## src/rtl/fft_log_mag.sv

```systemverilog
// Per-bin log2-magnitude of complex FFT output. Only the lower NBINS of each NFFT frame are kept.
// Fixed 4-cycle latency, one bin per cycle, no backpressure.
module fft_log_mag #(
    parameter int DATA_W    = 16,
    parameter int NFFT      = 1024,
    parameter int NBINS     = 512,
    parameter int FRAC_BITS = 3,
    parameter int FLOOR     = 8
) (
    input  logic                     clk,
    input  logic                     rst,
    input  logic signed [DATA_W-1:0] s_re,
    input  logic signed [DATA_W-1:0] s_im,
    input  logic                     s_valid,
    input  logic                     s_last,
    output logic [7:0]               log_out,
    output logic                     log_valid,
    output logic                     log_last,
    output logic                     frame_err
);

    localparam int CNT_W = (NFFT > 1) ? $clog2(NFFT) : 1;
    localparam int SQ_W  = 2 * DATA_W;
    localparam int MAG_W = SQ_W + 1;
    localparam int P_W   = $clog2(MAG_W);
    localparam int L_W   = P_W + FRAC_BITS;
    localparam int D_W   = L_W + 2;

    localparam logic [CNT_W-1:0] MAX_CNT  = CNT_W'(NFFT - 1);
    localparam logic [CNT_W-1:0] LAST_BIN = CNT_W'(NBINS - 1);
    localparam logic [CNT_W:0]   KEEP_LIM = (CNT_W + 1)'(NBINS);
    localparam logic signed [D_W-1:0] FLOOR_S = D_W'(FLOOR);
    localparam logic signed [D_W-1:0] SAT_S   = D_W'(255);

    // Frame position and per-beat tags
    logic [CNT_W-1:0] bin_cnt;
    logic             wrap;
    logic             keep;
    logic             last_tag;
    logic             err_tag;

    assign wrap     = (bin_cnt == MAX_CNT);
    assign keep     = s_valid && ({1'b0, bin_cnt} < KEEP_LIM);
    assign last_tag = keep && (bin_cnt == LAST_BIN);
    assign err_tag  = s_valid && (s_last ^ wrap);

    always_ff @(posedge clk or posedge rst) begin
        if (rst) begin
            bin_cnt <= '0;
        end else if (s_valid) begin
            bin_cnt <= (s_last || wrap) ? '0 : bin_cnt + 1'b1;
        end
    end

    // S1: squares
    logic signed [SQ_W-1:0] re_sq_c;
    logic signed [SQ_W-1:0] im_sq_c;
    logic [SQ_W-1:0]        re_sq;
    logic [SQ_W-1:0]        im_sq;
    logic                   v1, l1, e1;

    assign re_sq_c = s_re * s_re;
    assign im_sq_c = s_im * s_im;

    always_ff @(posedge clk or posedge rst) begin
        if (rst) begin
            re_sq <= '0;
            im_sq <= '0;
            v1    <= 1'b0;
            l1    <= 1'b0;
            e1    <= 1'b0;
        end else begin
            re_sq <= $unsigned(re_sq_c);
            im_sq <= $unsigned(im_sq_c);
            v1    <= keep;
            l1    <= last_tag;
            e1    <= err_tag;
        end
    end

    // S2: magnitude squared
    logic [MAG_W-1:0] mag;
    logic             v2, l2, e2;

    always_ff @(posedge clk or posedge rst) begin
        if (rst) begin
            mag <= '0;
            v2  <= 1'b0;
            l2  <= 1'b0;
            e2  <= 1'b0;
        end else begin
            mag <= {1'b0, re_sq} + {1'b0, im_sq};
            v2  <= v1;
            l2  <= l1;
            e2  <= e1;
        end
    end

    // S3: MSB position plus the bits just below it; zero-padding the
    // bottom of mag makes small magnitudes fall out of the same slice.
    logic [P_W-1:0]             msb_pos;
    logic [MAG_W+FRAC_BITS-1:0] mag_ext;
    logic [FRAC_BITS-1:0]       frac;
    logic [L_W-1:0]             l_raw;
    logic                       v3, l3, e3;

    always_comb begin
        msb_pos = '0;
        for (int i = 0; i < MAG_W; i++) begin
            if (mag[i]) begin
                msb_pos = P_W'(i);
            end
        end
        mag_ext = {mag, {FRAC_BITS{1'b0}}};
        frac    = mag_ext[msb_pos +: FRAC_BITS];
    end

    always_ff @(posedge clk or posedge rst) begin
        if (rst) begin
            l_raw <= '0;
            v3    <= 1'b0;
            l3    <= 1'b0;
            e3    <= 1'b0;
        end else begin
            l_raw <= {msb_pos, frac};
            v3    <= v2;
            l3    <= l2;
            e3    <= e2;
        end
    end

    // S4: floor offset and saturation to 8 bits
    logic signed [D_W-1:0] l_diff;

    assign l_diff = $signed({2'b00, l_raw}) - FLOOR_S;

    always_ff @(posedge clk or posedge rst) begin
        if (rst) begin
            log_out   <= 8'd0;
            log_valid <= 1'b0;
            log_last  <= 1'b0;
            frame_err <= 1'b0;
        end else begin
            if (l_diff < 0) begin
                log_out <= 8'd0;
            end else if (l_diff > SAT_S) begin
                log_out <= 8'd255;
            end else begin
                log_out <= l_diff[7:0];
            end
            log_valid <= v3;
            log_last  <= l3;
            frame_err <= e3;
        end
    end

endmodule
```

## config.mk

```make
export PLATFORM = sky130hd
export DESIGN_NAME = fft_log_mag
export DESIGN_NICKNAME = d
export VERILOG_FILES = /design/src/rtl/fft_log_mag.sv
export SDC_FILE = /design/constraint.sdc
export NUM_CORES = 2
export LEC_CHECK = 0
export BUFFER_PORTS_ARGS = -buffer_cell sky130_fd_sc_hd__buf_2
export CORE_UTILIZATION = 43
export CTS_CLUSTER_SIZE = 16
export DETAILED_ROUTE_END_ITERATION = 10
export SYNTH_ARGS = -nofsm -noshare
export SYNTH_HDL_FRONTEND = slang
export SYNTH_SLANG_ARGS = --single-unit
```

## constraint.sdc

```tcl
create_clock -name clk -period 7.75 [get_ports clk]
set_input_delay 1.55 -clock clk [delete_from_list [all_inputs] [get_ports clk]]
set_output_delay 1.55 -clock clk [all_outputs]
set_load 0.01 [all_outputs]
```

# Yosys cells after proc, flatten, opt, wreduce, memory -nomap -nowiden

Index checks and enable logic that the tools add are counted.

Bits in registers: 136

Add/sub/neg operators: 3
Multipliers: 2
$lt $le $gt $ge: 3
Eq/ne operators: 2
Shift operators: 1
Muxes and demuxes: 35
Bitwise gates (word level): 1
Reductions and logical operators: 4

Operators by type and width:

| operator                                                                         | number |
|---|---|
| 6-bit 2-to-1 mux                                                                 | 31 |
| 16-bit by 16-bit multiplier with 32-bit output                                   | 2 |
| 36-bit by 7-bit indexed part select with 3-bit output                            | 1 |
| 32-bit by 32-bit adder with 33-bit output                                        | 1 |
| 8-bit 2-to-1 mux                                                                 | 2 |
| 10-bit by 1-bit adder with 10-bit output, second input constant                  | 1 |
| 10-bit equality test, second input constant                                      | 1 |
| 10-bit by 9-bit equality test with 1-bit output, second input constant           | 1 |
| 10-bit by 9-bit greater-than comparator with 1-bit output, second input constant | 1 |
| 10-bit by 1-bit less-than comparator with 1-bit output, second input constant    | 1 |
| 10-bit less-than comparator, second input constant                               | 1 |
| 10-bit 2-to-1 mux                                                                | 1 |
| 9-bit by 4-bit subtractor with 10-bit output, second input constant              | 1 |
| 1-bit logical AND                                                                | 3 |
| 1-bit logical OR                                                                 | 1 |
| 1-bit 2-to-1 mux                                                                 | 1 |
| 1-bit XOR                                                                        | 1 |

# Logic depth before layout (Yosys ltp)

Word-level depth: 33
Gate-level depth with buffers: 26
Gate-level depth less buffers: 24

# Worst setup path after synthesis

Ideal clock, no wire load.

Kind: in2reg
From: input port s_im[1]
To: register im_sq[31]
Setup time: 134 ps
Arrival time: 7308 ps
Data required time: 7616 ps
Path slack: 308 ps
Cell stages on the path: 24
Path buffers: 2
Cell sequence: clkbuf_1 clkbuf_1 nand2_1 fa_1 inv_1 fa_1 inv_1 fa_1 inv_1 fa_1 inv_1 fa_1 inv_1 fa_1 ha_1 o21a_1 or2_2 and4_1 o21ai_0 o31ai_1 a41oi_1 o31ai_1 o41ai_1 xnor2_1

Word-level cells in the longest chain between the ends: 1

Ends and longest elaborated chain:

| what                                           | RTL line | RTL |
|---|---|---|
| start, declared                                | 13       | `input logic signed [DATA_W-1:0] s_im,` |
| 16-bit by 16-bit multiplier with 32-bit output | 63       | `assign im_sq_c = s_im * s_im;` |
| via im_sq_c[31]                                | 57       | `logic signed [SQ_W-1:0] im_sq_c;` |
| end signal, assigned                           | 74       | `im_sq <= $unsigned(im_sq_c);` |
| end, declared                                  | 59       | `logic [SQ_W-1:0] im_sq;` |

The timed path passes the listed nets, and every way through them passes these cells.
A chain may end at the register's enable or synchronous reset.

# Worst setup path after layout

From: input port s_re[3]
To: register re_sq[29]

Word-level cells in the longest chain between the ends: 1

Ends and longest elaborated chain:

| what                                           | RTL line | RTL |
|---|---|---|
| start, declared                                | 12       | `input logic signed [DATA_W-1:0] s_re,` |
| 16-bit by 16-bit multiplier with 32-bit output | 62       | `assign re_sq_c = s_re * s_re;` |
| via re_sq_c[29]                                | 56       | `logic signed [SQ_W-1:0] re_sq_c;` |
| end signal, assigned                           | 73       | `re_sq <= $unsigned(re_sq_c);` |
| end, declared                                  | 58       | `logic [SQ_W-1:0] re_sq;` |

The timed path passes the listed nets, and every way through them passes these cells.

==> impl_metrics.yaml <==
critical_path:
  cp.required_ns: 8.05
  cp-end-kind: "flip-flop"
  cp_num_buf_inv: 5
  crit_family: "adder cells"
  reg2reg_from: "mag[26]"
  path_cells: "buf_2 -> inv_1 -> nor2_1 -> fa_1 -> fa_1 -> fa_1 -> fa_1 -> fa_1 -> inv_1 -> fa_1 -> inv_1 -> ha_1 -> nand2_1 -> a211oi_1 -> buf_4 -> a21oi_1 -> o211ai_1 -> a211oi_1 -> nor3_1 -> and2_1 -> o21ai_0 -> a221oi_1"
  crit_arrival_ns: 7.65
  cp_common_cell: "fa_1"
  start_kind: "primary input"
  critPathMaxFanout: 8
  criticalPathCategory: "primary input to flip-flop"
  slowest_stage: "fa_1"
  worstSetupStartpoint: "s_re[3]"
  slowest_delay_ns: 0.58
floorplan:
  rows: 85
  core_area_sq_mm: 0.05413
  fp.dieW_um: 237.0
  io_pins: 47
  dieArea_sq_mm: 0.05615
  start_util: 0.4386
  die_height_um: 237.0
global_routing:
  busiest_layer: "met2"
  grt_pass1_wl_um: 87440
  use_met1: 0.2526
  met2_usage: 0.3437
  grt_pass1_vias: 18070
  grt_start_max_net_pins: 70
  antenna_found_initial: 0
  overflow: 0
  grtUsageTotal: 0.1929
  grtUsageMet3: 0.02495
timing:
  finalSetupTns_ns: 0
  finalCritPeriodShare: 0.9480
  layout_setup_ws_ns: 0.4029
  final_max_slew_viol_count: 0
  grt_setup_unrepaired: "no"
  slew_headroom: 0.2790
  timing.hold.ws_ns: 0.3490
  setup_viol: 0
  tightest_slew_ns: 1.054
  fmax_mhz: 136.1
  finalCriticalPeriod_ns: 7.347
  clock_skew_ns: 0.009229
  finalHoldViolCount: 0
finish:
  fin_nets: 3232
  final_common_cell: "inv_1"
  final_cell_mix: "inv_1 (632), fa_1 (480), ha_1 (203), nand2_1 (185), dfrtp_1 (134)"
  fin_util: 0.4734
  seq_area_sq_mm: 0.003353
  layout-drive-gt1-share: 0.06498
  fillCellCount: 5094
  multi_input_area_sq_mm: 0.01775
  areaGrowthSynthToFinish_pct: 7.937
logic_synthesis:
  ys.flop_type: "dfrtp_1"
  syn_inst: 2442
  ys_ff_latch: 134
  seq_area_frac_synth: 0.1412
  async_flop_share: 1.000
  synth.distinct_cells: 70
  synth_area_leader_cell: "fa_1"
  ys_top_cells_by_area: "fa_1 (40%), dfrtp_1 (14%), ha_1 (11%), inv_1 (10%), nand2_1 (2.9%)"
  yosysWarnings: 0
  netlist_area_sq_mm: 0.02374
  synth_edf_count: 0
  synth_top_area_share: 0.4048
  synth_nets: 3161
  avgSynthCellArea_sq_um: 9.722
placement:
  preCtsSetupSlack_ns: 0.05306
  portBuffers: 46
  gp_congestion: 0.8717
  hpwl_um: 42880
clock_network:
  cts_setup_buffers: 0
  cts_made_buffers: 17
  path_clk_slew_ns: 0.06
  clock_sinks: 134
  ctsResizeCount: 0
  cts_tree: "yes"
  holdBufCountCts: 0
  h-tree-depth: 4
  clockRootBuffer: "clkbuf_16"
  clk_path_buf_depth: 2
  clkLatencyLatePin_ns: 0.42
run_status:
  status: "finished clean"
min_path:
  holdCritPathClass: "flip-flop to flip-flop"
  hold_start: "v3"
detailed_routing:
  vias: 16270
  final_antenna_net_count: 0
  drt_iter0_drc: 702
  routed_wl_um: 49480
  drc: 0
  drt-vias-per-instance: 5.050
  drt_pre_antenna_iters: 5
  wire_per_inst_um: 15.36
job:
  max_cap_violations: 0
==> metal layers <==
layer  part of all wire  up-vias
met5                  0        -
met4              0.014        0
met3              0.040       52
met2               0.52      303
met1               0.42     8347
li1                   -     7565
==> synthesized netlist by cell type (7+ instances only) <==
master	instances
inv_1	633
fa_1	480
ha_1	203
nand2_1	185
dfrtp_1	134
nor2_1	105
and2_1	97
xnor2_1	79
a21oi_1	76
clkbuf_1	47
o21ai_0	45
xor2_1	29
mux2i_1	27
nand2b_1	26
nand3_1	25
nor3_1	21
a21o_1	16
nor2b_1	16
o21a_1	16
a211oi_1	15
and3_1	14
o21bai_1	11
or2_2	11
nor4_1	10
o31ai_1	8
or3_1	8
a31oi_1	7
o211ai_1	7
==> cell type report <==
type | count | share of cell area
multi-input combinational | 1615 | 0.6929
clock inverter | 13 | 0.004883
sequential | 134 | 0.1309
antenna | 1 | 0.00009766
timing repair buffer | 109 | 0.02744
clock buffer | 17 | 0.01660
tap | 696 | 0.03398
inverter | 636 | 0.09326
==> worst register-to-register path: cells and delay by family (launching register included) <==
kind | cells | cell delay [ns]
multiplexers | 2 | 0.31
AO/OA/AOI/OAI | 3 | 1.82
AND/OR/NAND/NOR | 4 | 0.97
buffers and inverters | 1 | 0.38
flip-flops | 1 | 0.47
==> cells by family after synthesis <==
kind of cell / after synthesis / share of synthesized area
simple gates: 532 / 0.1080
fa+ha+maj: 683 / 0.5118
flops: 134 / 0.1412
xor+xnor: 108 / 0.03984
mux: 31 / 0.01423
compound gates: 261 / 0.07405
buf+inv: 693 / 0.1109
==> state kept, by name, summed over array words and instances, names as in the netlist <==
signal,flops
bin_cnt,10
e1,1
e2,1
e3,1
frame_err,1
im_sq,31
l1,1
l2,1
l3,1
l_raw,9
log_last,1
log_out,8
log_valid,1
mag,33
re_sq,31
v1,1
v2,1
v3,1
==> path summary, 6_finish.rpt <==
check | cells past startpoint | slack [ns] | endpoint
setup / recovery | 22 | 0.40 | re_sq[29]
hold / removal | 0 | 0.35 | log_valid
setup reg to reg | 10 | 3.69 | l_raw[1]
hold reg to reg | 0 | 0.35 | log_valid
max in group asynchronous | 3 | 5.10 | re_sq[29]
min in group asynchronous | 2 | 1.29 | bin_cnt[6]
==> through the flow <==
stage | cells | cell area, sq um
after floorplan | 2442 | 23740
after global placement | 3190 | 25070
after detailed placement | 3190 | 25070
after CTS | 3220 | 25620
after global routing | 3220 | 25620
final | 3221 | 25620
Power is left out: the tool's default activity adds up to more than one toggle a clock period on the data nets, which glitch-free logic cannot reach.
